## src/rtl/udp_req_range_splitter.sv

```systemverilog
// ---------------------------------------------------------------------------
// udp_req_range_splitter
//
// Splits one sequence-range request {tag, start_seq, end_seq} into chunk
// requests of at most MAX_LEN consecutive sequence numbers each, so that a
// single DDR burst issued by the downstream pump never exceeds its buffer.
//
// Ports
//   clock          in   single clock domain
//   rst            in   asynchronous active-high reset
//   req_data       in   {tag, start_seq, end_seq}, MSB first
//   req_valid      in   request valid
//   req_ready      out  request accept (registered, high only while idle)
//   out_tag        out  chunk tag (copied from the request)
//   out_seq        out  first sequence number of the chunk
//   out_len        out  chunk item count, 1..MAX_LEN
//   out_last       out  final chunk of the request
//   out_valid      out  chunk valid
//   out_ready      in   chunk accept
//   err_range      out  one-cycle pulse when end_seq < start_seq (dropped)
//   stat_req_cnt   out  accepted-request counter
//   stat_chunk_cnt out  emitted-chunk counter
//
// Build option
//   UDP_REQ_SPLIT_STATS_EN  when defined, builds the two 32-bit wrapping
//                           statistics counters; otherwise both stat ports
//                           are tied to zero.
//
// FSM states
//   state   | meaning
//   S_IDLE  | waiting for a request, req_ready high
//   S_SPLIT | presenting chunks of the current request, req_ready low
// ---------------------------------------------------------------------------
module udp_req_range_splitter #(
    parameter int TAG_W   = 4,
    parameter int SEQ_W   = 64,
    parameter int MAX_LEN = 16,
    parameter int LEN_W   = $clog2(MAX_LEN + 1)
) (
    input  logic                     clock,
    input  logic                     rst,
    input  logic [TAG_W+2*SEQ_W-1:0] req_data,
    input  logic                     req_valid,
    output logic                     req_ready,
    output logic [TAG_W-1:0]         out_tag,
    output logic [SEQ_W-1:0]         out_seq,
    output logic [LEN_W-1:0]         out_len,
    output logic                     out_last,
    output logic                     out_valid,
    input  logic                     out_ready,
    output logic                     err_range,
    output logic [31:0]              stat_req_cnt,
    output logic [31:0]              stat_chunk_cnt
);

    typedef enum logic {
        S_IDLE  = 1'b0,
        S_SPLIT = 1'b1
    } state_t;

    // Remaining-count arithmetic is SEQ_W+1 bits wide so a request that spans
    // the whole sequence space (2^SEQ_W items) is still representable.
    localparam logic [SEQ_W:0]   C_MAX_W   = (SEQ_W + 1)'(MAX_LEN);
    localparam logic [LEN_W-1:0] C_MAX_LEN = LEN_W'(MAX_LEN);

    state_t             r_state;
    state_t             w_state_nxt;

    logic               r_req_ready;
    logic [TAG_W-1:0]   r_out_tag;
    logic [SEQ_W-1:0]   r_out_seq;
    logic [LEN_W-1:0]   r_out_len;
    logic               r_out_last;
    logic               r_out_valid;
    logic               r_err_range;
    logic [SEQ_W:0]     r_remain;

    logic               w_req_ready_nxt;
    logic [TAG_W-1:0]   w_tag_nxt;
    logic [SEQ_W-1:0]   w_seq_nxt;
    logic [LEN_W-1:0]   w_len_nxt;
    logic               w_last_nxt;
    logic               w_valid_nxt;
    logic               w_err_nxt;
    logic [SEQ_W:0]     w_remain_nxt;

    logic [TAG_W-1:0]   w_req_tag;
    logic [SEQ_W-1:0]   w_req_start;
    logic [SEQ_W-1:0]   w_req_end;
    logic               w_accept;
    logic               w_bad;
    logic               w_load;
    logic               w_hs;
    logic [SEQ_W:0]     w_req_span;
    logic [SEQ_W:0]     w_rem_after;
    logic [SEQ_W:0]     w_rem_src;
    logic [LEN_W-1:0]   w_len_of;
    logic               w_last_of;

    assign w_req_tag   = req_data[TAG_W+2*SEQ_W-1 -: TAG_W];
    assign w_req_start = req_data[2*SEQ_W-1 -: SEQ_W];
    assign w_req_end   = req_data[SEQ_W-1:0];

    // req_ready is registered and only high in S_IDLE, so there is no
    // combinational path from req_valid back to req_ready.
    assign w_accept = req_valid & r_req_ready;
    assign w_bad    = (w_req_end < w_req_start);
    assign w_load   = w_accept & ~w_bad;
    assign w_hs     = r_out_valid & out_ready;

    assign w_req_span  = {1'b0, w_req_end} - {1'b0, w_req_start} + (SEQ_W + 1)'(1);
    assign w_rem_after = r_remain - (SEQ_W + 1)'(r_out_len);

    // Length/last of the chunk that will be presented next, derived from
    // whichever remaining count is about to be loaded.
    assign w_rem_src = w_load ? w_req_span : w_rem_after;
    assign w_len_of  = (w_rem_src > C_MAX_W) ? C_MAX_LEN : w_rem_src[LEN_W-1:0];
    assign w_last_of = (w_rem_src <= C_MAX_W);

    // -----------------------------------------------------------------------
    // State register
    // -----------------------------------------------------------------------
    always_ff @(posedge clock or posedge rst) begin
        if (rst) begin
            r_state <= S_IDLE;
        end else begin
            r_state <= w_state_nxt;
        end
    end

    // -----------------------------------------------------------------------
    // Next-state logic
    // -----------------------------------------------------------------------
    always_comb begin
        w_state_nxt = r_state;
        case (r_state)
            S_IDLE: begin
                if (w_load) begin
                    w_state_nxt = S_SPLIT;
                end
            end
            S_SPLIT: begin
                if (w_hs && r_out_last) begin
                    w_state_nxt = S_IDLE;
                end
            end
            default: begin
                w_state_nxt = S_IDLE;
            end
        endcase
    end

    // -----------------------------------------------------------------------
    // Output logic: next values of the registered outputs
    // -----------------------------------------------------------------------
    always_comb begin
        w_req_ready_nxt = (w_state_nxt == S_IDLE);
        w_valid_nxt     = (w_state_nxt == S_SPLIT);
        w_err_nxt       = w_accept & w_bad;
        w_tag_nxt       = r_out_tag;
        w_seq_nxt       = r_out_seq;
        w_len_nxt       = r_out_len;
        w_last_nxt      = r_out_last;
        w_remain_nxt    = r_remain;

        if (w_load) begin
            w_tag_nxt    = w_req_tag;
            w_seq_nxt    = w_req_start;
            w_remain_nxt = w_req_span;
            w_len_nxt    = w_len_of;
            w_last_nxt   = w_last_of;
        end else if (w_hs && !r_out_last) begin
            // No wrap is possible inside a request since end_seq >= start_seq.
            w_seq_nxt    = r_out_seq + SEQ_W'(r_out_len);
            w_remain_nxt = w_rem_after;
            w_len_nxt    = w_len_of;
            w_last_nxt   = w_last_of;
        end
    end

    always_ff @(posedge clock or posedge rst) begin
        if (rst) begin
            r_req_ready <= 1'b0;
            r_out_tag   <= '0;
            r_out_seq   <= '0;
            r_out_len   <= '0;
            r_out_last  <= 1'b0;
            r_out_valid <= 1'b0;
            r_err_range <= 1'b0;
            r_remain    <= '0;
        end else begin
            r_req_ready <= w_req_ready_nxt;
            r_out_tag   <= w_tag_nxt;
            r_out_seq   <= w_seq_nxt;
            r_out_len   <= w_len_nxt;
            r_out_last  <= w_last_nxt;
            r_out_valid <= w_valid_nxt;
            r_err_range <= w_err_nxt;
            r_remain    <= w_remain_nxt;
        end
    end

    assign req_ready = r_req_ready;
    assign out_tag   = r_out_tag;
    assign out_seq   = r_out_seq;
    assign out_len   = r_out_len;
    assign out_last  = r_out_last;
    assign out_valid = r_out_valid;
    assign err_range = r_err_range;

    // -----------------------------------------------------------------------
    // Statistics
    // -----------------------------------------------------------------------
`ifdef UDP_REQ_SPLIT_STATS_EN
    logic [31:0] r_stat_req_cnt;
    logic [31:0] r_stat_chunk_cnt;

    always_ff @(posedge clock or posedge rst) begin
        if (rst) begin
            r_stat_req_cnt   <= '0;
            r_stat_chunk_cnt <= '0;
        end else begin
            if (w_load) begin
                r_stat_req_cnt <= r_stat_req_cnt + 32'd1;
            end
            if (w_hs) begin
                r_stat_chunk_cnt <= r_stat_chunk_cnt + 32'd1;
            end
        end
    end

    assign stat_req_cnt   = r_stat_req_cnt;
    assign stat_chunk_cnt = r_stat_chunk_cnt;
`else
    assign stat_req_cnt   = 32'd0;
    assign stat_chunk_cnt = 32'd0;
`endif

endmodule

```

## config.mk

```make
export PLATFORM = sky130hd
export DESIGN_NAME = udp_req_range_splitter
export DESIGN_NICKNAME = d
export VERILOG_FILES = /design/src/rtl/udp_req_range_splitter.sv
export SDC_FILE = /design/constraint.sdc
export NUM_CORES = 1
export LEC_CHECK = 0
export CAP_MARGIN = 20
export CORE_ASPECT_RATIO = 1.75
export CORE_MARGIN = 8
export CORE_UTILIZATION = 60
export DETAILED_ROUTE_END_ITERATION = 16
export PLACE_DENSITY_LB_ADDON = 0.3
export SLEW_MARGIN = 30
export SYNTH_ARGS = -nofsm -noshare
export SYNTH_HDL_FRONTEND = slang
export SYNTH_SLANG_ARGS = --single-unit
export TNS_END_PERCENT = 20
```

## constraint.sdc

```tcl
create_clock -name clock -period 6.75 [get_ports clock]
set_input_delay 1.0125 -clock clock [delete_from_list [all_inputs] [get_ports clock]]
set_output_delay 1.0125 -clock clock [all_outputs]
set_load 0.02 [all_outputs]
```

=== Yosys cells after proc, flatten, opt, wreduce, memory -nomap -nowiden ===
Index checks and enable logic that the tools add are counted.

* Add/sub/neg operators: 4
* Order comparisons: 3
* Multiplexer cells: 13
* Bitwise gates (word level): 7
* Reduce and logical (&&, ||, !) cells: 4

{| class="wikitable"
|+ Operators by type and width
! cell !! count
|-
| $mux 65 || 3
|-
| $mux 64 || 2
|-
| $add 65x1->65 const B || 1
|-
| $gt 65x5->1 const B || 1
|-
| $le 65x5->1 const B || 1
|-
| $sub 64x64->65 || 1
|-
| $sub 65x5->65 || 1
|-
| $add 64x5->64 || 1
|-
| $lt 64x64->1 || 1
|-
| $mux 5 || 3
|-
| $and 1x1->1 || 4
|-
| $mux 1 || 4
|-
| $not 1->1 || 3
|-
| $logic_and 1x1->1 || 2
|-
| $pmux 1 s2 || 1
|-
| $reduce_bool 2->1 || 1
|-
| $logic_not 1->1 || 1
|}

* Register bits: 142
* Bits of input ports: 136
* Output and inout port bits: 141

=== Logic depth before layout (Yosys ltp) ===
* Depth after elaboration: 8
* Mapped depth: 18
* Gate-level depth less buffers: 16

=== Worst setup path after synthesis ===
Ideal clock, no wire load.

* Path type: input to register
* From: input req_data[76]
* To: register r_out_len[0], in the netlist out_len[0]
* Arrival time: 5005 ps
* Data required time: 6673 ps
* Path slack: 1669 ps
* Cell stages on the path: 15
* Path buffers: 1
* Cell sequence: inv_1 > ha_1 > fa_1 > clkbuf_1 > nand4_1 > or4b_1 > a221oi_1 > o21ai_1 > and2_1 > o31ai_1 > xor2_1 > o41a_1 > or4_1 > or4_4 > o21ai_1

* Longest elaborated chain between the ends: 8

{| class="wikitable"
|+ Ends and longest elaborated chain
! what !! line !! RTL
|-
| start, declared || 42 || <nowiki>input logic [TAG_W+2*SEQ_W-1:0] req_data,</nowiki>
|-
| parallel branches: the longest is 8 deep, another holds $sub 64x64->65 || n/a ||
|-
| end signal, assigned || 195 || <nowiki>r_out_len <= w_len_nxt;</nowiki>
|-
| end, declared || 72 || <nowiki>logic [LEN_W-1:0] r_out_len;</nowiki>
|}

Parallel ways; which one is timed is not known. The select of a mux whose other input is x is not followed.
A chain may end at the register's enable or synchronous reset.

=== Final worst setup path ===
Same ends and word-level chain as after synthesis.

==> results.toml <==
[outcome]
outcome = "complete, no violations"

[clocking]
cts_max_level = 4
post_cts_resized = 0
insertion_delay_ps = 460
clock_sinks = 142
cts_tree = "done"
cts_inserted_buffers = 17
post-cts-setup-buffer-count = 0
cts_max_path_buffers = 2
path_clk_slew_ps = 60
root_buffer = "clkbuf_16"
hold_buffers = 0

[timing]
finalHoldViolCount = 0
finalClockSkew_ps = 10.5
period_minus_slack_ps = 5850
max_freq_ghz = 0.171
rsz0062_at_grt = "no"
final_max_slew_viol_count = 0
slew_headroom_pct = 34.0
final.setup.tns_ps = 0
final.period_utilization_pct = 86.7
setup_viol = 0
tightest_slew_ps = 983

[pwr]
peakVddDrop_uv = 262
powerDensity_mw_per_mm2 = 311
power.total_mw = 5.84
total_leakage_power_nw = 8.01

[worst_setup_path]
path_max_fanout = 60
cp.arrival_ps = 6240
crit_type = "in2reg"
r2r_cells = 11
crit_path_start_kind = "input pin"
cp.required_ps = 7130
worstSetupEndpointType = "flip-flop"

[route]
wl_per_cell_um = 20.9
finalWirelength_mm = 53.5
vias = 16000
ant_nets = 0
drc_errors = 0
via_per_inst = 6.25
firstDrtPassIters = 6
drtIter0Drc = 1063

[placement]
port-buffer-count = 212
hpwlAfterDp_mm = 42.8
gp_congestion = 0.993

[floorplan]
die_h_um = 232
pin_count = 277
dieWidth_um = 139
rows = 79
start_util_pct = 60.5
die-area_sq_mm = 0.0323
core_area_sq_mm = 0.0264

[worst_hold_path]
holdCritPathClass = "reg2reg"
holdPathStages = 2

[global_route]
grt_max_degree = 94
grt_pass1_wl_mm = 83.8
grt_pass1_vias = 16400
grt.overflow.total = 0
antenna_found_initial = 1
grt_usage_pct = 32.5

[synthesis]
synth.distinct_cells = 85
yosys_warnings = 0
yosys.area.top_type_share_pct = 22.3
ys_top_cells_by_area = "dfrtp_1, ha_1, nand2_1"
async_reset_ff_share_pct = 100
synth-edff-count = 0
synth.most_common_cell = "nand2_1"
synth_top_area_cell = "dfrtp_1"
syn_avg_cell_area_sq_um = 7.80
netlist_top_cells_count = "nand2_1, o21ai_0, inv_1, nor2_1, dfrtp_1"
syn_inst = 2046
ys.flop_type = "dfrtp_1"
yosysSeqAreaShare_pct = 22.3
syn_area_sq_mm = 0.0160
ys_seq_elements = 142

[finish]
syn_to_final_growth_pct = 17.6
drive_gt1_share_pct = 3.77
fin_nets = 2526
n_fill_cell = 2204

[run]
maxCapViolCount = 0
[cell type report]
class	count	area (sq um)	share of cell area (%)
Inverter	143	542	2.89
Clock inverter	15	234	1.25
Antenna cell	1	2.50	0.0133
Tap cell	324	405	2.16
Clock buffer	17	425	2.27
Timing Repair Buffer	225	2230	11.9
Multi-Input combinational cell	1688	11400	60.6
Sequential cell	142	3550	18.9
[critical path, stage by stage]
cell and delay, ps:
clkdlybuf4s50_1 480, inv_1 50, ha_1 210, fa_1 410, a311oi_1 280, o31ai_1 130
a211oi_1 730, o32ai_1 340, o21bai_4 720, buf_12 360, and4_1 240, a32o_1 140
o211a_1 140, nand4b_1 170, or4_4 630, o21ai_1 160
[cells by family (layout without fill, tap and decap cells)]
logic type      count (synthesis)  after routing  synth area share, %
buf+inv                       279            400                 8.13
mux                            11             11                0.722
other cells                     1             65               0.0235
compound gates                483            483                 19.5
flops                         142            142                 22.3
fa+ha+maj                     173            173                 15.2
xor+xnor                      188            188                 10.3
simple gates                  769            769                 23.8
[path summary, 6_finish.rpt]
| check | slack (ps) | startpoint | end |
|---|---|---|---|
| max reg2reg | 2020 | r_remain[13]$_DFFE_PP0P_ | out_len[0]$_DFFE_PP0P_ |
| max | 900 | req_data[76] | out_len[0]$_DFFE_PP0P_ |
| min in group asynchronous | 1070 | rst | r_remain[1]$_DFFE_PP0P_ |
| min | 480 | out_tag[3]$_DFFE_PP0N_ | out_tag[3]$_DFFE_PP0N_ |
| max in group asynchronous | 4360 | rst | out_seq[30]$_DFFE_PP0P_ |
| min reg2reg | 480 | out_tag[3]$_DFFE_PP0N_ | out_tag[3]$_DFFE_PP0N_ |
[state kept, by name, indices dropped and copies added, names as in the netlist]
signal,cells
r_remain,65
out_tag,4
err_range,1
out_len,5
out_seq,64
out_valid,1
out_last,1
req_ready,1
[where the power goes]
group,internal [mW],switching [mW]
Clock,0.664,0.441
Combinational,1.27,1.67
Sequential,1.25,0.543
Total,3.18,2.65
[cells in the final DEF, fill, tap and decap left out, drive strengths merged, types with 16 or more instances in the layout]
| cell type | instances |
|---|---|
| xor2 | 106 |
| and3 | 21 |
| o21ai | 160 |
| nand4 | 58 |
| a211oi | 21 |
| conb | 64 |
| inv | 147 |
| nor2 | 143 |
| xnor2 | 82 |
| clkdlybuf4s50 | 212 |
| or3 | 16 |
| nor3 | 68 |
| nand2 | 256 |
| nor4 | 35 |
| fa | 34 |
| o21bai | 16 |
| a21o | 29 |
| a31oi | 17 |
| clkbuf | 17 |
| nand3 | 55 |
| a21oi | 109 |
| nor2b | 23 |
| ha | 139 |
| nand2b | 30 |
| dfrtp | 142 |
[stage by stage]
step                std cells  utilization, %  setup WS, ps  hold WS, ps  cell area, sq um
CTS                      2554            71.1           972          483             18800
global route             2555            71.1           656          498             18800
finish                   2555            71.1           896          480             18800
global placement         2522            68.5           593          461             18100
floorplan                2109               -          1670          473             16200
detailed placement       2522            68.6           496          467             18100
[routing by layer]
metal  global-route usage (%)  wire, um  share of wire (%)  up-vias
met3                     6.05      3160                5.9      215
met5                        0         0                  0        -
li1                         -         -                  -     7461
met4                     24.5      4000                7.5        0
met2                     58.6     27200                 51      712
met1                     32.9     19100                 36     7583
Power figures use the tool's default switching activity.
==> patch 1, RTL diff (same flow settings) <==
Register the output `err_range` once more, without a reset; this adds one clock of latency there. The other outputs are not delayed to match. Comments in the files are not updated.
--- a/src/rtl/udp_req_range_splitter.sv
+++ b/src/rtl/udp_req_range_splitter.sv
@@ -206,7 +206,9 @@
     assign out_len   = r_out_len;
     assign out_last  = r_out_last;
     assign out_valid = r_out_valid;
-    assign err_range = r_err_range;
+    always_ff @(posedge clock) begin
+        err_range <= r_err_range;
+    end
 
     // -----------------------------------------------------------------------
     // Statistics
Check against the original RTL: not equivalent (a bounded check fails within 4 cycles, from zero or initial values and one cycle with rst high).
==> patch 1 against the unedited design <==
- sequential cell count up 1
- setup slack better by 0.093 ns
- total power down 3.6%
- final area down 0.45%
- register-to-register slack worse by 0.07 ns
- wire length down 1.8%
- final cell count about the same
- synthesized area up 0.13%
- critical path type unchanged
==> patch 1: results (changes against the unedited design) <==
[route]
viasPerCell = 6.21  ; was 6.25
wl_met1_um = 18800  ; was 19100 um
wl_met2_um = 26800  ; was 27200 um
wl_per_cell_um = 20.5  ; was 20.9 um
drtIter0Drc = 1173  ; was 1063
dr_wl_met3_um = 3120  ; was 3160 um
wirelength_um = 52500  ; was 53500 um
first_pass_iters = 5  ; was 6

[synth]
synth_mux_area_share_pct = 0.721  ; was 0.722%
synthAdderAreaFrac_pct = 15.1  ; was 15.2%
netlist_instances = 2047  ; was 2046
synthXorXnorAreaFrac_pct = 10.3  ; about the same
synth-compound-area-share_pct = 19.5  ; about the same
synth_top_family_by_area = simple AND/OR/NAND/NOR gates  ; unchanged
synth_area_leaders = dfrtp_1, ha_1, nand2_1, xor2_1, o21ai_0  ; unchanged
seq_area_frac_synth_pct = 22.4  ; was 22.3%
async_reset_ff_share_pct = 99.3  ; was 100%
ys_types = 86  ; was 85

[sta]
layout_min_cycle_time_ns = 5.76  ; was 5.85 ns
holdWs_ns = 0.349  ; was 0.480 ns
tightest_slew_ns = 1.00  ; was 0.983 ns

[finish]
antenna_cells = 0  ; was 1
drive_gt1_share_pct = 3.72  ; was 3.77%
n_fill_cell = 2212  ; was 2204
largest-register = r_remain  ; unchanged

[critical_path]
max_stage_delay_ns = 0.69  ; was 0.73 ns
critical_path.startpoint = req_data[66]  ; was req_data[76]
critPathArrivalTime_ns = 6.14  ; was 6.24 ns
critPathMaxFanout = 33  ; was 60
rr_endpoint = out_len[1]  ; was out_len[0]
r2r_setup_slack_ns = 1.95  ; was 2.02 ns
crit_slowest_cell = o32ai_1  ; was a211oi_1

[placed_design]
place_congestion = 0.999  ; was 0.993
dp_hpwl_um = 42500  ; was 42800 um
place_ws_ns = 0.571  ; was 0.496 ns
port_buffers = 212  ; unchanged
placed_area_sq_um = 18100  ; about the same
dp.cells = 2525  ; was 2522

[hold_path]
hold_path.class = flip-flop to flip-flop  ; unchanged
hold_end = err_range  ; was out_tag[3]
holdCritStartpoint = r_err_range  ; was out_tag[3]

[global_routing]
gr-usage-met1_pct = 32.6  ; was 32.9%
grt_pass1_wl_um = 83400  ; was 83800 um
grt_pass1_vias = 16337  ; was 16416
gr-usage-met3_pct = 6.69  ; was 6.05%
grt.met2_usage_pct = 58.6  ; about the same
grt_usage_pct = 32.3  ; was 32.5%
grt_max_degree = 98  ; was 94
antenna_found_initial = 0  ; was 1

[power_and_ir_drop]
sw_frac_of_total_pct = 46.4  ; was 45.5%
leakage_nw = 7.96  ; was 8.01 nW
peakVddDrop_mv = 0.209  ; was 0.262 mV

[clock_tree]
ctsResizeCount = 0  ; unchanged

[outcome]
status = finished, final reports clean  ; unchanged

## patch 1: cell types whose count changed in the layout (fill, tap and decap cells not counted), sizes merged
cell      unedited run  this run
buf                 13        15
bufinv               5         0
clkbuf              17        22
clkinv               6         4
clkinvlp             0         3
dfxtp                0         1
diode                1         0
inv                147       146
## patch 1: power groups by stage
stage / Sequential [W] / Combinational, W / Clock (W)
4_1_cts: 0.00177 / 0.00291 / 0.000934
6_report: 0.00178 / 0.00292 / 0.000924
3_3_place_gp: 0.00176 / 0.00284 / 0
3_5_place_dp: 0.00177 / 0.00289 / 0
2_1_floorplan: 0.00190 / 0.00166 / 0
5_1_grt: 0.00184 / 0.00317 / 0.000968
## patch 1: final cells by class
cell class                 count  area, sq um  share of cell area [%]
sequential                   143         3570                    19.1
clock buffer                  22          464                    2.49
inverter                     143          542                    2.90
multi-input combinational   1688        11400                    60.8
tap                          324          405                    2.17
timing repair buffer         227         2250                    12.0
clock inverter                10         78.8                   0.422
==> patch 2, RTL diff (same settings) <==
Made on the original files. Change the parameter `MAX_LEN` from 16 to 32.
--- a/src/rtl/udp_req_range_splitter.sv
+++ b/src/rtl/udp_req_range_splitter.sv
@@ -34,7 +34,7 @@
 module udp_req_range_splitter #(
     parameter int TAG_W   = 4,
     parameter int SEQ_W   = 64,
-    parameter int MAX_LEN = 16,
+    parameter int MAX_LEN = 32,
     parameter int LEN_W   = $clog2(MAX_LEN + 1)
 ) (
     input  logic                     clock,
Interface: changed (resized out_len); port bits go from 277 to 278. No check against the original RTL was run, so the function may have changed too.
==> patch 2 against the unedited design <==
- die area up 1.7%
- final area up 1.6%
- synthesized area up 1.8%
- total power up 1.8%
- wire length up 7.9%
- sequential cell count up 1
- setup slack worse by 0.28 ns
- fmax down 4.5%
- register-to-register slack worse by 0.36 ns
- critical path type unchanged
- critical endpoint is now out_len[5]
- highest routed layer unchanged
==> patch 2: results (changes against the unedited design) <==
[outcome]
status = finished, final reports clean  ; unchanged

[synth]
netlist_top_cells_count = nand2_1, inv_1, dfrtp_1, ha_1, o21ai_0  ; was nand2_1, o21ai_0, inv_1, nor2_1, dfrtp_1
synthAdderAreaFrac_pct = 15.0  ; was 15.2%
synth_area_leaders = dfrtp_1, ha_1, nand2_1, xnor2_1, xor2_1  ; was dfrtp_1, ha_1, nand2_1, xor2_1, o21ai_0

[finish]
clockNetworkAreaShare_pct = 3.15  ; was 3.52%
post-route-util_pct = 71.7  ; was 71.1%
seq_area_share_pct = 18.8  ; was 18.9%
inv_count = 148  ; was 143
antenna_cells = 0  ; was 1
buffers_excl_clock = 239  ; was 225
nMultiInputCombCells = 1703  ; was 1688
buf_share_pct = 12.3  ; was 11.9%
n_fill_cell = 2195  ; was 2204
seq_cell_count = 143  ; was 142

[hold_path]
holdCritStartpoint = out_tag[1]  ; was out_tag[3]

[placed_design]
dp_hpwl_um = 47000  ; was 42800 um
port_buffers = 213  ; was 212
place_congestion = 1.01  ; was 0.993
dp.cells = 2557  ; was 2522
placed_area_sq_um = 18500  ; was 18100 sq um

[critical_path]
rr_endpoint = out_len[4]  ; was out_len[0]
max_stage_delay_ns = 0.81  ; was 0.73 ns
r2r-start = out_len[1]  ; was r_remain[13]
r2r_setup_slack_ns = 1.66  ; was 2.02 ns
crit_slowest_cell = a2111oi_0  ; was a211oi_1

[global_routing]
grt_pass1_wl_um = 90600  ; was 83800 um
grt_max_degree = 90  ; was 94
grt_usage_pct = 35.3  ; was 32.5%
antenna_found_initial = 0  ; was 1

[power_and_ir_drop]
powerDensity_nw_per_um2 = 312  ; was 311 nW/um^2
leakage_nw = 8.23  ; was 8.01 nW

[sta]
holdWs_ns = 0.473  ; was 0.480 ns

==> patch 2: how the worst max path moves through the flow <==
stage                            end  slack [ns]  cells past startpoint         start
after floorplan           out_len[5]        1.50                     16  req_data[68]
after global placement    out_len[5]        0.31                     17  req_data[92]
after detailed placement  out_len[5]        0.29                     20   req_data[1]
after CTS                 out_len[5]        0.75                     20   req_data[1]
after global routing      out_len[5]        0.33                     20   req_data[1]
final                     out_len[5]        0.62                     20   req_data[1]
==> patch 2: power breakdown <==
| part | internal, W | leakage [nW] | switching (W) |
|---|---|---|---|
| logic | 0.00133 | 6.22 | 0.00181 |
| registers | 0.00125 | 1.72 | 0.000540 |
| clock network | 0.000557 | 0.291 | 0.000445 |
| total | 0.00314 | 8.23 | 0.00279 |
==> patch 2: metal layers <==
metal	part of all wire [%]	wire length (um)	track usage (%)	vias to the layer above
met2	51	29200	63.4	761
met3	6.0	3450	6.46	243
met4	8.8	5060	29.3	0
met5	0	0	0	-
li1	-	-	-	7552
met1	35	20000	34.7	7705
